`src/rtl/verlet_pkg.sv`:
```
// Shared definitions for the Verlet integration core.
// Holds the sequencer state encoding and the default node count, base address and address stride
// that the node update units also use.
package verlet_pkg;

    typedef enum logic [2:0] {
        StIdle,
        StFetch,
        StSync,
        StDrain,
        StDone
    } state_e;

    localparam int unsigned DefNodesPerCore = 5;
    localparam int unsigned DefAddrBase     = 1;
    localparam int unsigned DefAddrStride   = 5;

endpackage

```
`src/rtl/verlet_wb_delay.sv`:
```
// Write-back delay line for the Verlet sequencer.
// Holds a DEPTH-deep shift register of {en, addr} with synchronous active-high reset, so the
// output reproduces the input exactly DEPTH cycles later.
// Used only when VERLET_SEQ_WRITEBACK_EN is defined.
// Ports:
//   clk, reset        clock, synchronous active-high reset (flushes every stage)
//   in_en, in_addr    read strobe/address entering the line
//   out_en, out_addr  the same strobe/address after DEPTH cycles
module verlet_wb_delay
    import verlet_pkg::*;
#(
    parameter int unsigned WIDTH = 32,
    parameter int unsigned DEPTH = 3
) (
    input  logic             clk,
    input  logic             reset,
    input  logic             in_en,
    input  logic [WIDTH-1:0] in_addr,
    output logic             out_en,
    output logic [WIDTH-1:0] out_addr
);

    logic [DEPTH-1:0] en_q;
    logic [WIDTH-1:0] addr_q [DEPTH];

    always_ff @(posedge clk) begin
        if (reset) begin
            en_q <= '0;
            for (int i = 0; i < DEPTH; i++) begin
                addr_q[i] <= '0;
            end
        end else begin
            en_q[0]   <= in_en;
            addr_q[0] <= in_addr;
            for (int i = 1; i < DEPTH; i++) begin
                en_q[i]   <= en_q[i-1];
                addr_q[i] <= addr_q[i-1];
            end
        end
    end

    assign out_en   = en_q[DEPTH-1];
    assign out_addr = addr_q[DEPTH-1];

endmodule

```
`src/rtl/verlet_core_sequencer.sv`:
```
// Sequencer for one Verlet integration core.
// A start request runs num_steps Verlet steps. Each step is a sweep over NODES_PER_CORE nodes,
// giving a one-hot node strobe and a strided node-RAM read address per node. A one-cycle SYNC
// barrier follows each sweep, and the run ends with a one-cycle done pulse. stall freezes the sweep.
// Optional feature macro: VERLET_SEQ_WRITEBACK_EN. When it is defined, the block adds a write-back
// address stream that is the read stream delayed WB_LATENCY cycles, plus a DRAIN state before DONE.
// Ports:
//   clk, reset   clock, synchronous active-high reset
//   start        run request, sampled only in IDLE
//   num_steps    steps to run, captured with start
//   stall        holds the current node while in FETCH
//   busy         high in FETCH, SYNC and DRAIN
//   done         one-cycle end-of-run pulse
//   node_sel     one-hot current node, 0 when not fetching
//   ram_rd_en    node RAM read strobe
//   ram_rd_addr  node RAM read address
//   step_cnt     steps completed in the current run
//   ram_wr_en    write-back strobe (0 without the macro)
//   ram_wr_addr  write-back address (0 without the macro)
module verlet_core_sequencer
    import verlet_pkg::*;
#(
    parameter int unsigned WIDTH          = 32,
    parameter int unsigned NODES_PER_CORE = DefNodesPerCore,
    parameter int unsigned ADDR_BASE      = DefAddrBase,
    parameter int unsigned ADDR_STRIDE    = DefAddrStride,
    parameter int unsigned STEP_W         = 16,
    parameter int unsigned WB_LATENCY     = 3
) (
    input  logic                      clk,
    input  logic                      reset,
    input  logic                      start,
    input  logic [STEP_W-1:0]         num_steps,
    input  logic                      stall,
    output logic                      busy,
    output logic                      done,
    output logic [NODES_PER_CORE-1:0] node_sel,
    output logic                      ram_rd_en,
    output logic [WIDTH-1:0]          ram_rd_addr,
    output logic [STEP_W-1:0]         step_cnt,
    output logic                      ram_wr_en,
    output logic [WIDTH-1:0]          ram_wr_addr
);

    state_e                    state_q;
    logic [NODES_PER_CORE-1:0] node_sel_q;
    logic [WIDTH-1:0]          rd_addr_q;
    logic                      rd_active_q;
    logic                      busy_q;
    logic                      done_q;
    logic [STEP_W-1:0]         step_cnt_q;
    logic [STEP_W-1:0]         num_steps_q;
    logic [STEP_W-1:0]         step_next;

`ifdef VERLET_SEQ_WRITEBACK_EN
    localparam int unsigned DrainW = (WB_LATENCY > 1) ? $clog2(WB_LATENCY) : 1;
    logic [DrainW-1:0] drain_cnt_q;
`endif

    assign step_next = step_cnt_q + STEP_W'(1);

    always_ff @(posedge clk) begin
        if (reset) begin
            state_q     <= StIdle;
            node_sel_q  <= '0;
            rd_addr_q   <= '0;
            rd_active_q <= 1'b0;
            busy_q      <= 1'b0;
            done_q      <= 1'b0;
            step_cnt_q  <= '0;
            num_steps_q <= '0;
`ifdef VERLET_SEQ_WRITEBACK_EN
            drain_cnt_q <= '0;
`endif
        end else begin
            case (state_q)
                StIdle: begin
                    if (start) begin
                        step_cnt_q <= '0;
                        if (num_steps == '0) begin
                            state_q <= StDone;
                            done_q  <= 1'b1;
                        end else begin
                            num_steps_q <= num_steps;
                            state_q     <= StFetch;
                            busy_q      <= 1'b1;
                            node_sel_q  <= NODES_PER_CORE'(1);
                            rd_addr_q   <= WIDTH'(ADDR_BASE);
                            rd_active_q <= 1'b1;
                        end
                    end
                end
                StFetch: begin
                    if (!stall) begin
                        if (node_sel_q[NODES_PER_CORE-1]) begin
                            state_q     <= StSync;
                            node_sel_q  <= '0;
                            rd_addr_q   <= '0;
                            rd_active_q <= 1'b0;
                        end else begin
                            // Repeated addition; wraps modulo 2^WIDTH.
                            node_sel_q <= node_sel_q << 1;
                            rd_addr_q  <= rd_addr_q + WIDTH'(ADDR_STRIDE);
                        end
                    end
                end
                StSync: begin
                    step_cnt_q <= step_next;
                    if (step_next == num_steps_q) begin
`ifdef VERLET_SEQ_WRITEBACK_EN
                        state_q     <= StDrain;
                        drain_cnt_q <= '0;
`else
                        state_q <= StDone;
                        busy_q  <= 1'b0;
                        done_q  <= 1'b1;
`endif
                    end else begin
                        state_q     <= StFetch;
                        node_sel_q  <= NODES_PER_CORE'(1);
                        rd_addr_q   <= WIDTH'(ADDR_BASE);
                        rd_active_q <= 1'b1;
                    end
                end
`ifdef VERLET_SEQ_WRITEBACK_EN
                StDrain: begin
                    // The last read enters the delay line one cycle before SYNC, so WB_LATENCY
                    // drain cycles leave it empty by the time done is raised.
                    if (drain_cnt_q == DrainW'(WB_LATENCY - 1)) begin
                        state_q <= StDone;
                        busy_q  <= 1'b0;
                        done_q  <= 1'b1;
                    end else begin
                        drain_cnt_q <= drain_cnt_q + DrainW'(1);
                    end
                end
`endif
                StDone: begin
                    done_q  <= 1'b0;
                    state_q <= StIdle;
                end
                default: begin
                    state_q <= StIdle;
                end
            endcase
        end
    end

    assign busy        = busy_q;
    assign done        = done_q;
    assign node_sel    = node_sel_q;
    assign ram_rd_addr = rd_addr_q;
    assign step_cnt    = step_cnt_q;
    // The strobe drops in the same cycle stall is raised, while the registered address holds.
    assign ram_rd_en   = rd_active_q & ~stall;

`ifdef VERLET_SEQ_WRITEBACK_EN
    verlet_wb_delay #(
        .WIDTH (WIDTH),
        .DEPTH (WB_LATENCY)
    ) u_wb_delay (
        .clk      (clk),
        .reset    (reset),
        .in_en    (ram_rd_en),
        .in_addr  (rd_addr_q),
        .out_en   (ram_wr_en),
        .out_addr (ram_wr_addr)
    );
`else
    assign ram_wr_en   = 1'b0;
    assign ram_wr_addr = '0;
`endif

endmodule

```
`config.mk`:
```
export PLATFORM = sky130hd
export DESIGN_NAME = verlet_core_sequencer
export DESIGN_NICKNAME = d
export VERILOG_FILES = /design/src/rtl/verlet_pkg.sv /design/src/rtl/verlet_wb_delay.sv /design/src/rtl/verlet_core_sequencer.sv
export SDC_FILE = /design/constraint.sdc
export NUM_CORES = 1
export LEC_CHECK = 0
export BUFFER_PORTS_ARGS = -buffer_cell sky130_fd_sc_hd__buf_2
export CAP_MARGIN = 20
export CORE_MARGIN = 4
export CORE_UTILIZATION = 58
export DETAILED_ROUTE_END_ITERATION = 8
export GPL_ROUTABILITY_DRIVEN = 0
export PLACE_DENSITY = 0.86
export SYNTH_ARGS = -nofsm -noshare
export SYNTH_HDL_FRONTEND = slang
export SYNTH_HIERARCHICAL = 1
export SYNTH_SLANG_ARGS = --single-unit
```
`constraint.sdc`:
```
create_clock -name clk -period 7.1 [get_ports clk]
set_input_delay 0.355 -clock clk [delete_from_list [all_inputs] [get_ports clk]]
set_output_delay 0.355 -clock clk [all_outputs]
set_load 0.02 [all_outputs]
```
==> key figures <==
Route
  – Antenna Nets Post-Route: 0
  – Residual DRC count: 0
  – Pre-antenna DRT Iters: 7
  – Post-DR vias/cell: 6.121
  – Vias: 4,334
  – WL final: 11.27 mm
  – DR WL/cell: 15.92 um
  – Iteration-0 DRC Markers: 576

Clock tree
  – Clk root buf: clkbuf_8
  – Hold buffer count at cts: 0
  – Post_cts resized: 0
  – H-tree depth: 3
  – Worst-Skew Late Latency: 0.36 ns
  – CTS buffer count: 9
  – Clock tree buffer depth: 2
  – Clk pin slew, worst setup/hold paths: 0.08 ns
  – CTS tree: built
  – Clk sinks: 75
  – Setup bufs post-CTS: 0

Power and ir drop
  – Cell Int Power: 755.7 uW
  – Lkg Pwr: 0.001918 uW
  – Clk pwr share: 27.6%
  – Sw Ratio: 38.23%
  – Pwr dens: 256.6 nW/um2
  – Register share of total power: 40.8%
  – Combinational share of power: 31.6%
  – NetSw: 467.8 uW
  – Worst vdd ir: 221.2 uV
  – Design Power: 1224 uW

Final layout
  – Diode count: 0
  – Final #Nets: 626
  – Synth-to-Final Area Change: 9.922%
  – Finished Layout Cells: 708
  – Fin util: 65.74%
  – Share of cells above drive strength 1: 18.72%
  – FILL cells: 585

Timing
  – Slew headroom: 26.85%
  – Slew Limit Fails: 0
  – Setup skew after layout: 0.009224 ns
  – Final min period: 3.437 ns
  – Maximum clock rate: 291.0 MHz
  – Final Setup Violations: 0
  – Hold Fails Final Rpt: 0
  – Total Neg Setup Slack: 0 ns
  – RSZ-0062 raised after global routing: false
  – Final Cycle Share: 48.40%
  – Actual slew at the worst max-slew pin: 1.093 ns
  – Final hold slack: 0.2513 ns

Die
  – Die height: 94.48 um
  – Die extent in x: 94.48 um
  – Row count: 31
  – # IOs: 109
  – Initial core utilization: 59.81%
  – CORE AREA: 7253 um2
  – Full die area: 8926 um2

Worst setup path
  – Crit Path Max Fanout: 22
  – Crit path buffers/inverters: 0
  – Crit path cell chain: ha_1 > nand4_2 > or4_1 > a2111o_1 > a2111oi_2 > and4_4 > nor2_2 > a311oi_1
  – WS Path Type: flip-flop to flip-flop
  – Crit path DAT: 3.70 ns
  – CP Data Required Time: 7.37 ns
  – Crit path largest cell delay: 0.56 ns
  – CP startpoint kind: flip-flop
  – Critical path's top delay family: simple AND/OR/NAND/NOR gates
  – Slowest-stage cell, CP: or4_1
  – Endpoint type of the worst setup path: flip-flop

Placed design
  – Number of port buffers: 75
  – DP HPWL: 7.935 mm
  – Placed cells: 692

Global route
  – Gr usage total: 24.69%
  – Initial antenna violation count: 0
  – Largest net degree at the start of global routing: 53
  – Total gr overflow: 0
  – Vias in the first global route: 3,619
  – Wire length of the first global-routing pass: 17.61 mm

Synthesis
  – Most used DFF post-synth: dfxtp_1
  – Ys async rst share: 0%
  – Avg Cell Area, Syn: 7.887 um2
  – Post-Synthesis Cells: 550
  – Top cell type's share of synthesized area: 34.61%
  – EDFF count, synth: 0
  – Register area share after synthesis: 34.61%
  – Synth Warn #: 6
  – Netlist cell types: 59
  – #FFs+latches synth: 75
  – Cell accounting for the most synthesized area: dfxtp_1
  – Netlist Area Pre-Place: 4338 um2
  – Most frequent cell after synthesis: dfxtp_1
  – Synth cell count leaders: dfxtp_1, nor2_1, nand2_1, o21ai_0, buf_4
  – Top area cells in the synthesized netlist: dfxtp_1, buf_4, nor2_1

Run
  – Max-cap viol count: 0

Status
  – Outcome: finished clean

Worst hold path
  – Hold/Removal Path Class: input pin to flip-flop
==> logic make-up (layout without fill, tap and decap cells) <==
kind of cell / Yosys count / after routing / share of synthesized area, %
multiplexers: 20 / 20 / 4.644
flip-flops: 75 / 75 / 34.61
XOR/XNOR: 21 / 21 / 4.240
adder cells (fa/ha/maj): 2 / 2 / 0.5768
other: 1 / 33 / 0.08645
AO/OA/AOI/OAI: 135 / 135 / 20.68
buffers and inverters: 73 / 100 / 9.778
AND/OR/NAND/NOR: 223 / 223 / 25.38
==> per-stage QoR <==
stage                     setup WS [ns]  instance area, um2
after floorplan                   3.992                4458
after global placement            3.850                4567
after detailed placement          3.769                4574
after CTS                         3.745                4768
after global routing              3.428                4768
final                             3.663                4768
==> routing by layer <==
| metal | share of wire, % | track usage (%) |
|---|---|---|
| met4 | 1.8 | 7.332 |
| met1 | 43 | 34.65 |
| met5 | 0 | 0 |
| met2 | 44 | 36.88 |
| met3 | 11 | 7.012 |
==> power by group through the flow <==
| stage | Clock, uW | Combinational (uW) | Sequential, uW |
|---|---|---|---|
| final | 337 | 387 | 500 |
| after global routing | 359 | 422 | 504 |
| after CTS | 340 | 380 | 498 |
| after detailed placement | 0 | 377 | 507 |
| after global placement | 0 | 366 | 505 |
| after floorplan | 0 | 316 | 502 |
==> cells in the final DEF (no fill, tap or decap), drive strengths merged, types with 3 or more instances in the layout <==
master	synthesis	layout
nand2	55	55
nor3b	3	3
o311ai	3	3
dfxtp	75	75
a21oi	32	32
xor2	6	6
nor3	27	27
a31oi	14	14
buf	42	77
clkbuf	24	12
and4	7	7
xnor2	15	15
nor4	11	11
o211ai	3	3
a31o	8	8
o21ai	35	35
mux2i	19	19
nand3	24	24
inv	7	8
or4	3	3
a211oi	7	7
nand4	11	11
nor2	59	59
conb	1	33
and2	4	4
or3	9	9
a311oi	8	8
o22ai	3	3
o31ai	3	3
==> worst paths after layout <==
kind	startpoint	to	slack (ns)	depth (start not counted)
hold reg to reg	done$_SDFFE_PP0P_	done$_SDFFE_PP0P_	0.49	1
setup / recovery	step_cnt[0]$_SDFFE_PP0P_	ram_rd_addr[21]$_SDFFE_PP0P_	3.66	8
setup reg to reg	step_cnt[0]$_SDFFE_PP0P_	ram_rd_addr[21]$_SDFFE_PP0P_	3.66	8
hold / removal	num_steps[2]	num_steps_q[2]$_SDFFE_PP0P_	0.25	3
==> cell type report <==
cell class,instances,area [um2],share of cell area (%)
clock buffer,12,145.1,3.044
clock inverter,4,48.80,1.023
inverter,7,26.28,0.5510
multi-input combinational,434,2532,53.11
sequential,75,1501,31.49
tap,99,123.9,2.598
timing repair buffer,77,390.4,8.187
==> sequential cells by signal, indices dropped and copies added (netlist names) <==
signal and flops:
num_steps_q 16, rd_active_q 1, step_cnt 16, busy 1, ram_rd_addr 32, done 1, state_q 3, node_sel 5
==> worst reg2reg max path, cell delays in order, from the launching register on <==
cell and delay, ns:
dfxtp_1 0.46, ha_1 0.35, nand4_2 0.22, or4_1 0.56
a2111o_1 0.43, a2111oi_2 0.40, and4_4 0.41, nor2_2 0.20
a311oi_1 0.32
Note: power is estimated with default switching activity, not from simulation.
